===== config.mk =====
export PLATFORM = sky130hd
export DESIGN_NAME = led_sequencer
export DESIGN_NICKNAME = d
export VERILOG_FILES = /design/src/rtl/led_sequencer.sv
export SDC_FILE = /design/constraint.sdc
export NUM_CORES = 1
export LEC_CHECK = 0
export BUFFER_PORTS_ARGS = -buffer_cell sky130_fd_sc_hd__buf_2
export CAP_MARGIN = 30
export CORE_MARGIN = 2
export CORE_UTILIZATION = 58
export DETAILED_ROUTE_END_ITERATION = 12
export PLACE_DENSITY = 0.8
export SETUP_SLACK_MARGIN = 0.1
export SYNTH_ARGS = -nofsm -noshare
export SYNTH_HDL_FRONTEND = slang
export SYNTH_SLANG_ARGS = --single-unit

===== constraint.sdc =====
create_clock -name clock -period 2.8 [get_ports clock]
set_clock_uncertainty 0.05 [all_clocks]
set_input_delay 0.14 -clock clock [delete_from_list [all_inputs] [get_ports clock]]
set_output_delay 0.14 -clock clock [all_outputs]
set_load 0.005 [all_outputs]

===== src/rtl/led_sequencer.sv =====
// led_sequencer: prescaled LED pattern engine (rotate/ping-pong/flash); LED_SEQUENCER_DIMMER_EN adds PWM dimming
module led_sequencer #(
  parameter int NB_LEDS    = 4,
  parameter int NB_COUNTER = 16,
  parameter int NB_RATE    = 3
) (
  input  logic               clock,
  input  logic               i_reset,
  input  logic               i_enable,
  input  logic [NB_RATE-1:0] i_rate,
  input  logic [1:0]         i_mode,
  input  logic               i_color,
`ifdef LED_SEQUENCER_DIMMER_EN
  input  logic [3:0]         i_duty,
`endif
  output logic [NB_LEDS-1:0] o_led,
  output logic [NB_LEDS-1:0] o_led_b,
  output logic [NB_LEDS-1:0] o_led_g,
  output logic               o_tick
);
  typedef enum logic {LEFT, RIGHT} dir_t;
  localparam logic [NB_COUNTER-1:0] ALL_ONES = '1;
  localparam logic [NB_LEDS-1:0] LSB = {{(NB_LEDS-1){1'b0}}, 1'b1};
  localparam logic [NB_LEDS-1:0] MSB = {1'b1, {(NB_LEDS-1){1'b0}}};
  logic [NB_COUNTER-1:0] count, limit;
  logic [NB_LEDS-1:0] pattern, seed, rot_l, rot_r, pong, stepped, next_pattern, gate;
  logic [1:0] mode_q;
  dir_t dir, dir_next;
  always_comb begin
    limit = ALL_ONES >> i_rate;
    seed = i_mode == 2'b01 ? MSB : i_mode == 2'b11 ? '0 : LSB;
    rot_l = {pattern[NB_LEDS-2:0], pattern[NB_LEDS-1]};
    rot_r = {pattern[0], pattern[NB_LEDS-1:1]};
    // ping-pong turns around when the lit bit reaches the end it is heading for
    dir_next = (dir == LEFT ? pattern[NB_LEDS-1] : pattern[0]) ? (dir == LEFT ? RIGHT : LEFT) : dir;
    pong = dir_next == LEFT ? pattern << 1 : pattern >> 1;
    stepped = mode_q == 2'b00 ? rot_l : mode_q == 2'b01 ? rot_r : mode_q == 2'b10 ? pong : ~pattern;
    next_pattern = (mode_q != 2'b11 && stepped == '0) ? seed : stepped;
  end
  always_ff @(posedge clock or negedge i_reset) begin
    if (!i_reset) begin
      count <= '0;
      pattern <= LSB;
      dir <= LEFT;
      mode_q <= 2'b00;
      o_tick <= 1'b0;
    end else if (i_mode != mode_q) begin
      mode_q <= i_mode;
      count <= '0;
      o_tick <= 1'b0;
      pattern <= seed;
      dir <= LEFT;
    end else if (!i_enable) begin
      o_tick <= 1'b0;
    end else if (count >= limit) begin
      count <= '0;
      o_tick <= 1'b1;
      pattern <= next_pattern;
      if (mode_q == 2'b10) dir <= dir_next;
    end else begin
      count <= count + NB_COUNTER'(1);
      o_tick <= 1'b0;
    end
  end
`ifdef LED_SEQUENCER_DIMMER_EN
  logic [3:0] pwm_cnt;
  always_ff @(posedge clock or negedge i_reset) begin
    if (!i_reset) pwm_cnt <= 4'd0;
    else pwm_cnt <= pwm_cnt + 4'd1;
  end
  assign gate = {NB_LEDS{pwm_cnt < i_duty}};
`else
  assign gate = '1;
`endif
  assign o_led = pattern & gate;
  assign o_led_b = i_color ? '0 : o_led;
  assign o_led_g = i_color ? o_led : '0;
endmodule


# Word level (Yosys, flattened, before mapping)

Cells that the tools add are included.
Widths: inputs -> output; s select.

Register bits: 24
Input bits: 9
Output and inout bits: 13
Word-level logic and storage cells: 48

Add/sub/neg operators: 1
Magnitude comparators: 1
Equal/unequal tests: 6
Shift operators: 1
Mux-type cells: 25
Bitwise operators: 1
Reduce and logical (&&, ||, !) cells: 8

Operators with widths:

| kind                  | count |
|---|---|
| $mux 16               | 3 |
| $mux 4                | 11 |
| $add 16x1->16 const B | 1 |
| $ge 16x16->1          | 1 |
| $shr 16x3->16 const A | 1 |
| $mux 1                | 11 |
| $reduce_bool 2->1     | 3 |
| $eq 2x1->1 const B    | 2 |
| $eq 2x2->1 const B    | 2 |
| $logic_not 4->1       | 1 |
| $not 4->4             | 1 |
| $reduce_and 3->1      | 1 |
| $logic_not 2->1       | 1 |
| $ne 2x2->1            | 1 |
| $ne 2x2->1 const B    | 1 |
| $reduce_and 2->1      | 1 |
| $logic_and 1x1->1     | 1 |

# Longest topological paths before layout

Gate-level depths: netlist (run 1).

Depth in word-level cells: 12
Mapped depth: 8
Mapped depth without buffers: 7

# Worst setup path before layout (run 1)

No wires, ideal clock.

Path kind: register to register
Start point: reg count[13]
End point: reg count[2]
Setup time: 0.129 ns
Arrival: 1.838 ns
Data required time: 2.621 ns
Setup slack: 0.783 ns
Cell stages (with the launch flop): 8
Path buffers: 1
Clock period less this slack: 2.017 ns
Cell sequence: dfrtp_1 ha_1 nand2_1 or4_4 o2bb2ai_4 buf_6 a31oi_1 o22ai_1

Cells in the longest elaborated chain, start to end: 4

Ends and longest elaborated chain:

| what                   | RTL line | source |
|---|---|---|
| start, declared        | 25       | `logic [NB_COUNTER-1:0] count, limit;` |
| start signal, assigned | 61       | `count <= count + NB_COUNTER'(1);` |
| $ge 16x16->1           | 55       | `end else if (count >= limit) begin` |
| $mux 16                | 55       |  |
| $mux 16                | 53       | `end else if (!i_enable) begin` |
| $mux 16                | 47       | `end else if (i_mode != mode_q) begin` |

Every way passes these cells. The select of a mux whose other input is x is not followed.
A chain may end at the register's enable or synchronous reset.

# Worst setup path after layout (run 1)

Start point: reg count[0]
End point: reg pattern[3], in the netlist o_led[3]

Cells in the longest elaborated chain, start to end: 3

Ends and longest elaborated chain:

| what                               | RTL line | source |
|---|---|---|
| $ge 16x16->1                       | 55       |  |
| $reduce_bool 2->1 (no source line) | --       |  |
| $reduce_and 2->1 (no source line)  | --       |  |
| end signal, assigned               | 58       | `pattern <= next_pattern;` |
| end, declared                      | 26       | `logic [NB_LEDS-1:0] pattern, seed, rot_l, rot_r, pong, stepped, next_pattern, gate;` |

Every way passes these cells.

==> results.md, run 1 <==
Outcome:
- The flow ran to the end, but the final reports show violations.
- The final reports fail on DRC.

Timing:
- After layout, the worst setup slack is 0.527 ns.
- At the pin with the least slew margin, the transition time is 0.573 ns.
- The final number of max-transition violations is 0.
- Setup violations remaining at the end of the flow were counted as 0.
- After routing, the total negative slack on setup checks comes to 0 ns.
- The final hold violation count is 0.
- Setup repair after global routing left no endpoint under its margin.
- The maximum operating frequency is 440 MHz.
- The shortest clock period the worst path allows after layout is 2.27 ns.
- The tightest hold margin is 0.0784 ns.
- Headroom to the max-slew limit came out at between 60 and 70%.
- The worst path uses 81.2% of the clock period.

Clock network:
- The TritonCTS clock tree is yes.
- Clock-pin slew was measured on the worst setup and hold paths at 0.14 ns.
- CTS built an H-tree with a depth of 1.
- The number of buffers inserted during clock tree synthesis is 3.
- The source-to-sink clock delay at the later pin of the worst-skew pair is roughly 0.33 ns.
- The total number of clock tree sinks is 24.
- Post-CTS timing repair inserted 0 buffers for setup.
- The tree is rooted in a clkbuf_4.
- The maximum number of buffers from clock root to sink is 2.

Placement:
- OpenSTA, run right after detailed placement, puts the worst setup slack at slightly above 0.4 ns.
- The number of I/O port buffers is 21.
- Including well taps, the total number of placed cells is 246.
- Detailed placement ended at an HPWL of 2.81 mm.
- At the end of routability-driven placement, the weighted congestion stood at 0.889.

Route:
- The total wire length is 3.88 mm.
- The detail route stage leaves a number of antenna-violating nets equal to 0.
- The count of routing violations after the opening detailed-route iteration is between 100 and 150.
- After detailed routing, the average wire length per cell comes to 15.3 µm.
- Across all layers, the routed design uses 1599 vias.
- The remaining design rule violation count is 2.
- The number of detailed-route iterations in the first pass is 8.
- In the routed layout, each cell is associated on average with a via count of 6.32.

Yosys:
- The area share of the largest cell type after synthesis is between 30% and 40%.
- Counting flops and latches in the post-synthesis netlist gives 24.
- The mean post-synth cell area is between 8 and 9 µm².
- In this run the cell area of the synthesized design comes to 1750 µm².
- Summing the areas of all compound-gate instances in the mapped netlist gives between 20% and 30% of the synthesized area.
- Of the total synthesized cell area, the portion taken by AND, OR, NAND and NOR gates is 27.9%.
- The fraction of registers with async set/reset is 100%.
- The largest total area in the synthesized netlist belongs to dfrtp_1.
- The number of distinct library cell variants in the gate-level netlist after synthesis is 50.
- After synthesis, the largest family of logic cells by area is simple AND/OR/NAND/NOR gates.
- The share of synthesized area spent on multiplexers is under 10%.
- Of the synthesized area, sequential elements account for 34.4%.
- The primary flip-flop cell chosen by synthesis mapping is dfrtp_1.
- Among all cell types in the netlist, the one instantiated most often is dfrtp_1.
- After Yosys synthesis, full adders, half adders and majority gates account for about 5.7% of the synthesized area.
- Yosys printed 0 warnings.
- Counting every net in the synthesized netlist gives 220.
- The synthesized instance count is 203.
- The share of the synthesized netlist area taken by xor and xnor gates is ~4.0%.
- By area the synthesized netlist is led by dfrtp_1, ha_1, nand2_1.
- By count the netlist is led by dfrtp_1, nand2_1, inv_1, nor2_1.
- The number of enable flip-flop cells after synthesis is 0.

Critical path:
- Along the worst path, the maximum fanout reaches 15.
- In this design, the stage delay of the slowest critical-path cell is 0.59 ns.
- The capturing element type of the critical path is a register.
- The category of the most critical setup path is reg -> reg.
- The kind of cell adding the most delay to the critical path is simple AND/OR/NAND/NOR gates.
- Traced cell by cell, the critical path runs through ha_1, nand4_1, or4_4, o2bb2ai_4, o21ai_4, a31oi_1.
- Counting cells, the worst reg-to-reg path comes to 6.
- The critical path contains buffers and inverters numbering 0 combined.
- The worst path arrival time is 2.43 ns.
- The worst register-to-register path has a setup slack of 0.53 ns.
- The worst setup path is launched from a register.
- The startpoint identified for the worst register-to-register timing path is count[0].
- The cell with the largest stage delay on the worst path is or4_4.
- For the worst setup path, the data required time is 2.95 ns.
- The worst register-to-register path ends at o_led[3].

Power:
- The maximum resistive drop on vdd is 0.262 mV.
- The standby leakage power is 0.782 nW.
- The final total power is 0.788 mW.
- The power per cell area is 407 nW/µm².

Floorplanning:
- The core region is approximately 2800 µm².
- The floorplan die width is 59.0 µm.
- The area enclosed by the die boundary is around 3500 µm².
- In this run the core area contains 19 standard-cell rows.
- The die height is 59.0 µm.
- The initial utilization of the core area, before any placement, comes to 62.4%.
- The I/O pin count is 22.

Cells and area:
- The layout overhead on the synthesized area is 10.4%.
- The filler-free cell count of the finished design is 253.
- After filler insertion, the fill cell instance count of the layout stands at 242.
- The total inserted antenna cells is 0.
- The number of nets at the end of the flow is 240.
- The fraction of final layout cells with drive strength greater than 1 is 16.2%.

Hold path:
- The worst hold path endpoint is count[0].
- The number of cells on the worst hold path is 3.
- The worst hold path startpoint is i_enable.
- The type of the worst min-delay path is in -> reg.

Global route:
- The total global routing overflow is 0.
- The number of antenna violations at the first check in global routing is 0.
- The number of global-route vias before repair is about 1500.
- In the global route stage, overall resource usage came out at 24.5%.
- The first global-routing pass estimated 6.57 mm of wire.
- Entering global routing, the biggest net connects 25 pins.

Job:
- The tool flagged a number of max-cap violations equal to 0.
layer usage:
metal | vias to the layer above | GRT usage (%) | wire, µm
li1 | 784 | - | -
met1 | 748 | 35.9 | 1860
met2 | 62 | 37.8 | 1750
met3 | 5 | 1.98 | 212
met4 | 0 | 8.77 | 53
met5 | - | 0 | 0
cell usage in the layout (no fill, tap or decap), types with 2 or more instances in the layout:
cell type       n
dfrtp_1        23
buf_2          21
nand2_1        17
inv_1          14
nor2_1         11
nand3_1        10
a31oi_1        10
a21oi_1         8
ha_1            8
nand2b_1        7
o22ai_1         7
and2_1          6
xnor2_1         6
o21ai_0         6
or3_1           5
nand4_1         5
nor3_1          5
and3_1          3
a211oi_1        3
nor4_1          3
clkbuf_4        3
dlygate4sd3_1   3
or2_2           2
nor2b_1         2
o21a_1          2
a21o_1          2
o211ai_1        2
or4_4           2
nand3b_1        2
or4_1           2
xor2_1          2
flip-flops by register name (all words and copies together), names as in the netlist:
register and count:
o_led 4, dir 1, mode_q 2, o_tick 1
count 16
report_power, final:
part / switching [mW] / internal [mW]
registers: 0.0224 / 0.359
clock network: 0.112 / 0.145
logic: 0.0888 / 0.0614
total: 0.223 / 0.565
stage by stage:
step                      instance area (µm²)  utilization, %
after floorplan                          1750               -
after CTS                                1930            69.0
final                                    1930            69.0
after global routing                     1930            69.0
after global placement                   1850            66.0
after detailed placement                 1850            66.0
worst reg2reg max path: stages, from the launching register on:
cell,delay [ns]
dfrtp_1,0.44
ha_1,0.25
nand4_1,0.18
or4_4,0.59
o2bb2ai_4,0.23
o21ai_4,0.29
a31oi_1,0.12
kinds of logic after synthesis:
family / after synthesis
flops: 24
buf+inv: 23
xor+xnor: 8
compound gates: 51
simple gates: 87
mux: 2
fa+ha+maj: 8
layout make-up:
type                    count  area, µm²  area share [%]
clock buffers               3       22.5            1.16
clock inverters             1       30.0            1.55
inverters                  14       52.6            2.72
multi-input cells         156       1050            54.5
flip-flops and latches     24        602            31.1
well taps                  31       38.8            2.01
repair buffers             24        135            6.99
how the worst max path moves through the flow:
stage               startpoint  endpoint  cells after the start
floorplan            count[13]  count[2]                      7
global placement     i_rate[1]  count[4]                      8
global route         count[10]  count[4]                      6
finish                count[0]  o_led[3]                      6
detailed placement   i_rate[1]  count[3]                      8
CTS                   count[0]  o_led[3]                      6
timing repair:
action / in CTS / in global routing
resized for setup: 0 / 0
hold buffers: 3 / 0
hold endpoints to repair: 25 / 0
Power figures use the tool's default switching activity.
==> run 2: changes to the inputs <==
clock period = 2.36 ns   (was 2.8 ns; I/O delays follow)
==> results.md, run 2 (synthesis gave the netlist of run 1 again) <==
Outcome:
- Status: complete, but fails checks (unchanged).
- Violations in the final reports: DRC (unchanged).

Route:
- The count of routing violations after the opening detailed-route iteration was 109 (was 140).
- The routed length per instance is 15.7 µm (was 15.3 µm).
- The remaining design rule violation count is 2 (unchanged).
- The total wire length is 4.06 mm (was 3.88 mm).
- The routed via count divided by cell count was 6.42 (was 6.32).
- The number of detailed-route iterations in the first pass was 8 (unchanged).
- The number of antenna-violating nets in the routed design was 0 (unchanged).
- The total number of vias is 1657 (was 1599).

Cells and area:
- The number of nets at the end of the flow was 245 (was 240).
- The number of inserted filler cells in the final layout was 221 (was 242).
- The area taken by multi-input logic gates is 1080 µm² (was 1050 µm²).
- The leading cell type in the layout, fill and taps excluded is dfrtp_1 (unchanged).
- The layout overhead on the synthesized area is 13.4% (was 10.4%).
- The fraction of final layout cells with drive strength greater than 1 came to 19.4% (was 16.2%).
- The final instance area is 1990 µm² (was 1930 µm²).
- The utilization of the core after routing is 70.8% (was 69.0%).
- The total inserted antenna cells is 0 (unchanged).
- The register name with the most flops is count (unchanged).
- Most frequent cells in the layout: dfrtp_1, buf_2, nand2_1 (unchanged).
- The number of flip-flops in the largest register is 16 (unchanged).
- The area occupied by registers was 602 µm² (unchanged).

Critical path:
- The capturing element type of the critical path is a register (unchanged).
- The category of the most critical setup path is reg -> reg (unchanged).
- The cell with the largest stage delay on the worst path is or4_4 (unchanged).
- Cells traversed along the worst timing path: ha_2, nand4_1, or4_4, o2bb2ai_4, o21ai_4, a31oi_1 (was ha_1, nand4_1, or4_4, o2bb2ai_4, o21ai_4, a31oi_1).
- The kind of cell adding the most delay to the critical path is simple AND/OR/NAND/NOR gates (unchanged).
- The critical path required time is 2.51 ns (was 2.95 ns).
- The critical path launch point type is a register (unchanged).
- The worst path arrival time is 2.34 ns (was 2.43 ns).
- The maximum fanout along the worst path is 8 (was 15).
- The number of buffers and inverters on the critical path was 0 (unchanged).
- The largest stage delay on the critical path is 0.63 ns (was 0.59 ns).

Clock network:
- The number of buffers inserted during clock tree synthesis is 3 (unchanged).
- The maximum number of buffers from clock root to sink is 2 (unchanged).
- The number of H-tree levels was 1 (unchanged).
- The total number of clock tree sinks is 24 (unchanged).
- The post-CTS clock slew at the launch and capture registers of the worst setup and hold paths is 0.13 ns (was 0.14 ns).
- The TritonCTS clock tree is yes (unchanged).
- The source-to-sink clock delay at the later pin of the worst-skew pair was 0.31 ns (was 0.33 ns).
- The clock tree root driver cell is clkbuf_4 (unchanged).

Power:
- The net switching power came to 0.257 mW (was 0.223 mW).
- The clock share of power came to 31.6% (was 32.6%).
- The internal power summed over all cells came to 0.674 mW (was 0.565 mW).
- The power per cell area is 469 nW/µm² (was 407 nW/µm²).
- The relative contribution of sequential cells to total power came to 48.5% (was 48.4%).
- The share of power burned in combinational logic is 19.9% (was 19.1%).
- The standby leakage power was 0.805 nW (was 0.782 nW).
- The maximum resistive drop on vdd is 0.329 mV (was 0.262 mV).
- The switching fraction of total power is 27.6% (was 28.3%).

Timing:
- The final hold violation count is 0 (unchanged).
- The pin slew with the least headroom to its limit is 0.535 ns (was 0.573 ns).
- RSZ-0062 raised after global routing: true (was false).
- The final period utilization is 93.2% (was 81.2%).
- The max-slew headroom at the worst pin is 64.3% (was 61.8%).
- The final number of max-transition violations is 0 (unchanged).
- The setup total negative slack is 0 ns (unchanged).
- The shortest clock period the worst path allows after layout is 2.20 ns (was 2.27 ns).
- The number of endpoints failing setup at the final stage was 0 (unchanged).
- The maximum operating frequency is 455 MHz (was 440 MHz).
- The final setup slack of the worst path was 0.161 ns (was 0.527 ns).

Floorplanning:
- The floorplan die width was 59.0 µm (unchanged).
- The effective utilization at floorplan is 62.4% (unchanged).
- The die height came to 59.0 µm (unchanged).
- The I/O pin count was 22 (unchanged).
- The area enclosed by the die boundary is 3480 µm² (unchanged).
- The row count was 19 (unchanged).
- The core area was 2810 µm² (unchanged).

Placement:
- The post-DP HPWL is 2.89 mm (was 2.81 mm).
- The placed standard-cell area is 1870 µm² (was 1850 µm²).
- The worst slack at placement is -0.00106 ns (was 0.403 ns).
- The final weighted congestion in routability-driven placement is 0.919 (was 0.889).
- The number of I/O port buffers is 21 (unchanged).

Global route:
- The number of global-route vias before repair is 1451 (was 1463).
- The total global routing track utilization was 24.2% (was 24.5%).
- The total global routing overflow is 0 (unchanged).
- The maximum number of pins on one net before global-route repair was 25 (unchanged).
- The wire length of the first global-routing pass is 6.66 mm (was 6.57 mm).
- The number of antenna violations at the first check in global routing is 0 (unchanged).

Hold path:
- The type of the worst min-delay path is in -> reg (unchanged).

Job:
- The reported max-cap violation count is 0 (unchanged).
==> run 2: cell types whose count changed in the layout (fill, tap and decap cells not counted), sizes merged <==
cell     change
o2bb2ai      +1
buf          +4
==> run 2: worst register-to-register path, delay by kind of cell, from the launching register on <==
| family | cells | cell delay (ns) |
|---|---|---|
| AO/OA/AOI/OAI | 3 | 0.60 |
| AND/OR/NAND/NOR | 2 | 0.78 |
| flip-flops | 1 | 0.42 |
| adder cells (fa/ha/maj) | 1 | 0.23 |
==> run 2: metal layers <==
layer | GRT usage, % | vias to the layer above | part of all wire [%]
met4 | 4.22 | 0 | 0.76
li1 | - | 796 | -
met1 | 35.3 | 787 | 47
met5 | 0 | - | 0
met2 | 38.9 | 70 | 47
met3 | 3.30 | 4 | 5.9
==> run 2: repair_timing <==
item,in CTS,in global routing
buffers inserted,0,1
resized for setup,0,3
endpoints found under the hold margin,25,0
hold buffers,3,0
setup endpoints to repair,0,18
==> run 2: through the flow <==
step	power [mW]	hold slack [ns]	instances
after floorplan	0.568	-0.228	203
after global placement	0.627	0.0761	249
after detailed placement	0.633	0.0802	249
after CTS	0.928	0.0656	256
after global routing	0.971	0.0876	258
final	0.931	0.0749	258
==> run 2: final cells by class <==
| class | instances | area share, % |
|---|---|---|
| Clock inverter | 1 | 1.51 |
| Timing Repair Buffer | 28 | 8.31 |
| Inverter | 14 | 2.64 |
| Sequential cell | 24 | 30.3 |
| Clock buffer | 3 | 1.13 |
| Tap cell | 31 | 1.95 |
| Multi-Input combinational cell | 157 | 54.2 |
==> run 2: power by group through the flow <==
stage               combinational [mW]  sequential (mW)  clock, mW
finish                           0.185            0.452      0.294
global route                     0.205            0.454      0.312
CTS                              0.179            0.450      0.298
detailed placement               0.175            0.458          0
global placement                 0.170            0.456          0
floorplan                        0.124            0.444          0
==> run 2: path summary, 6_finish.rpt <==
path,startpoint,cells after the start,slack [ns],to
max,count[0],6,0.16,o_led[3]
min,i_enable,3,0.07,count[1]
max reg2reg,count[0],6,0.16,o_led[3]
min reg2reg,count[1],2,0.54,count[1]
max in group asynchronous,i_reset,2,1.64,o_led[0]
min in group asynchronous,i_reset,2,0.25,mode_q[0]
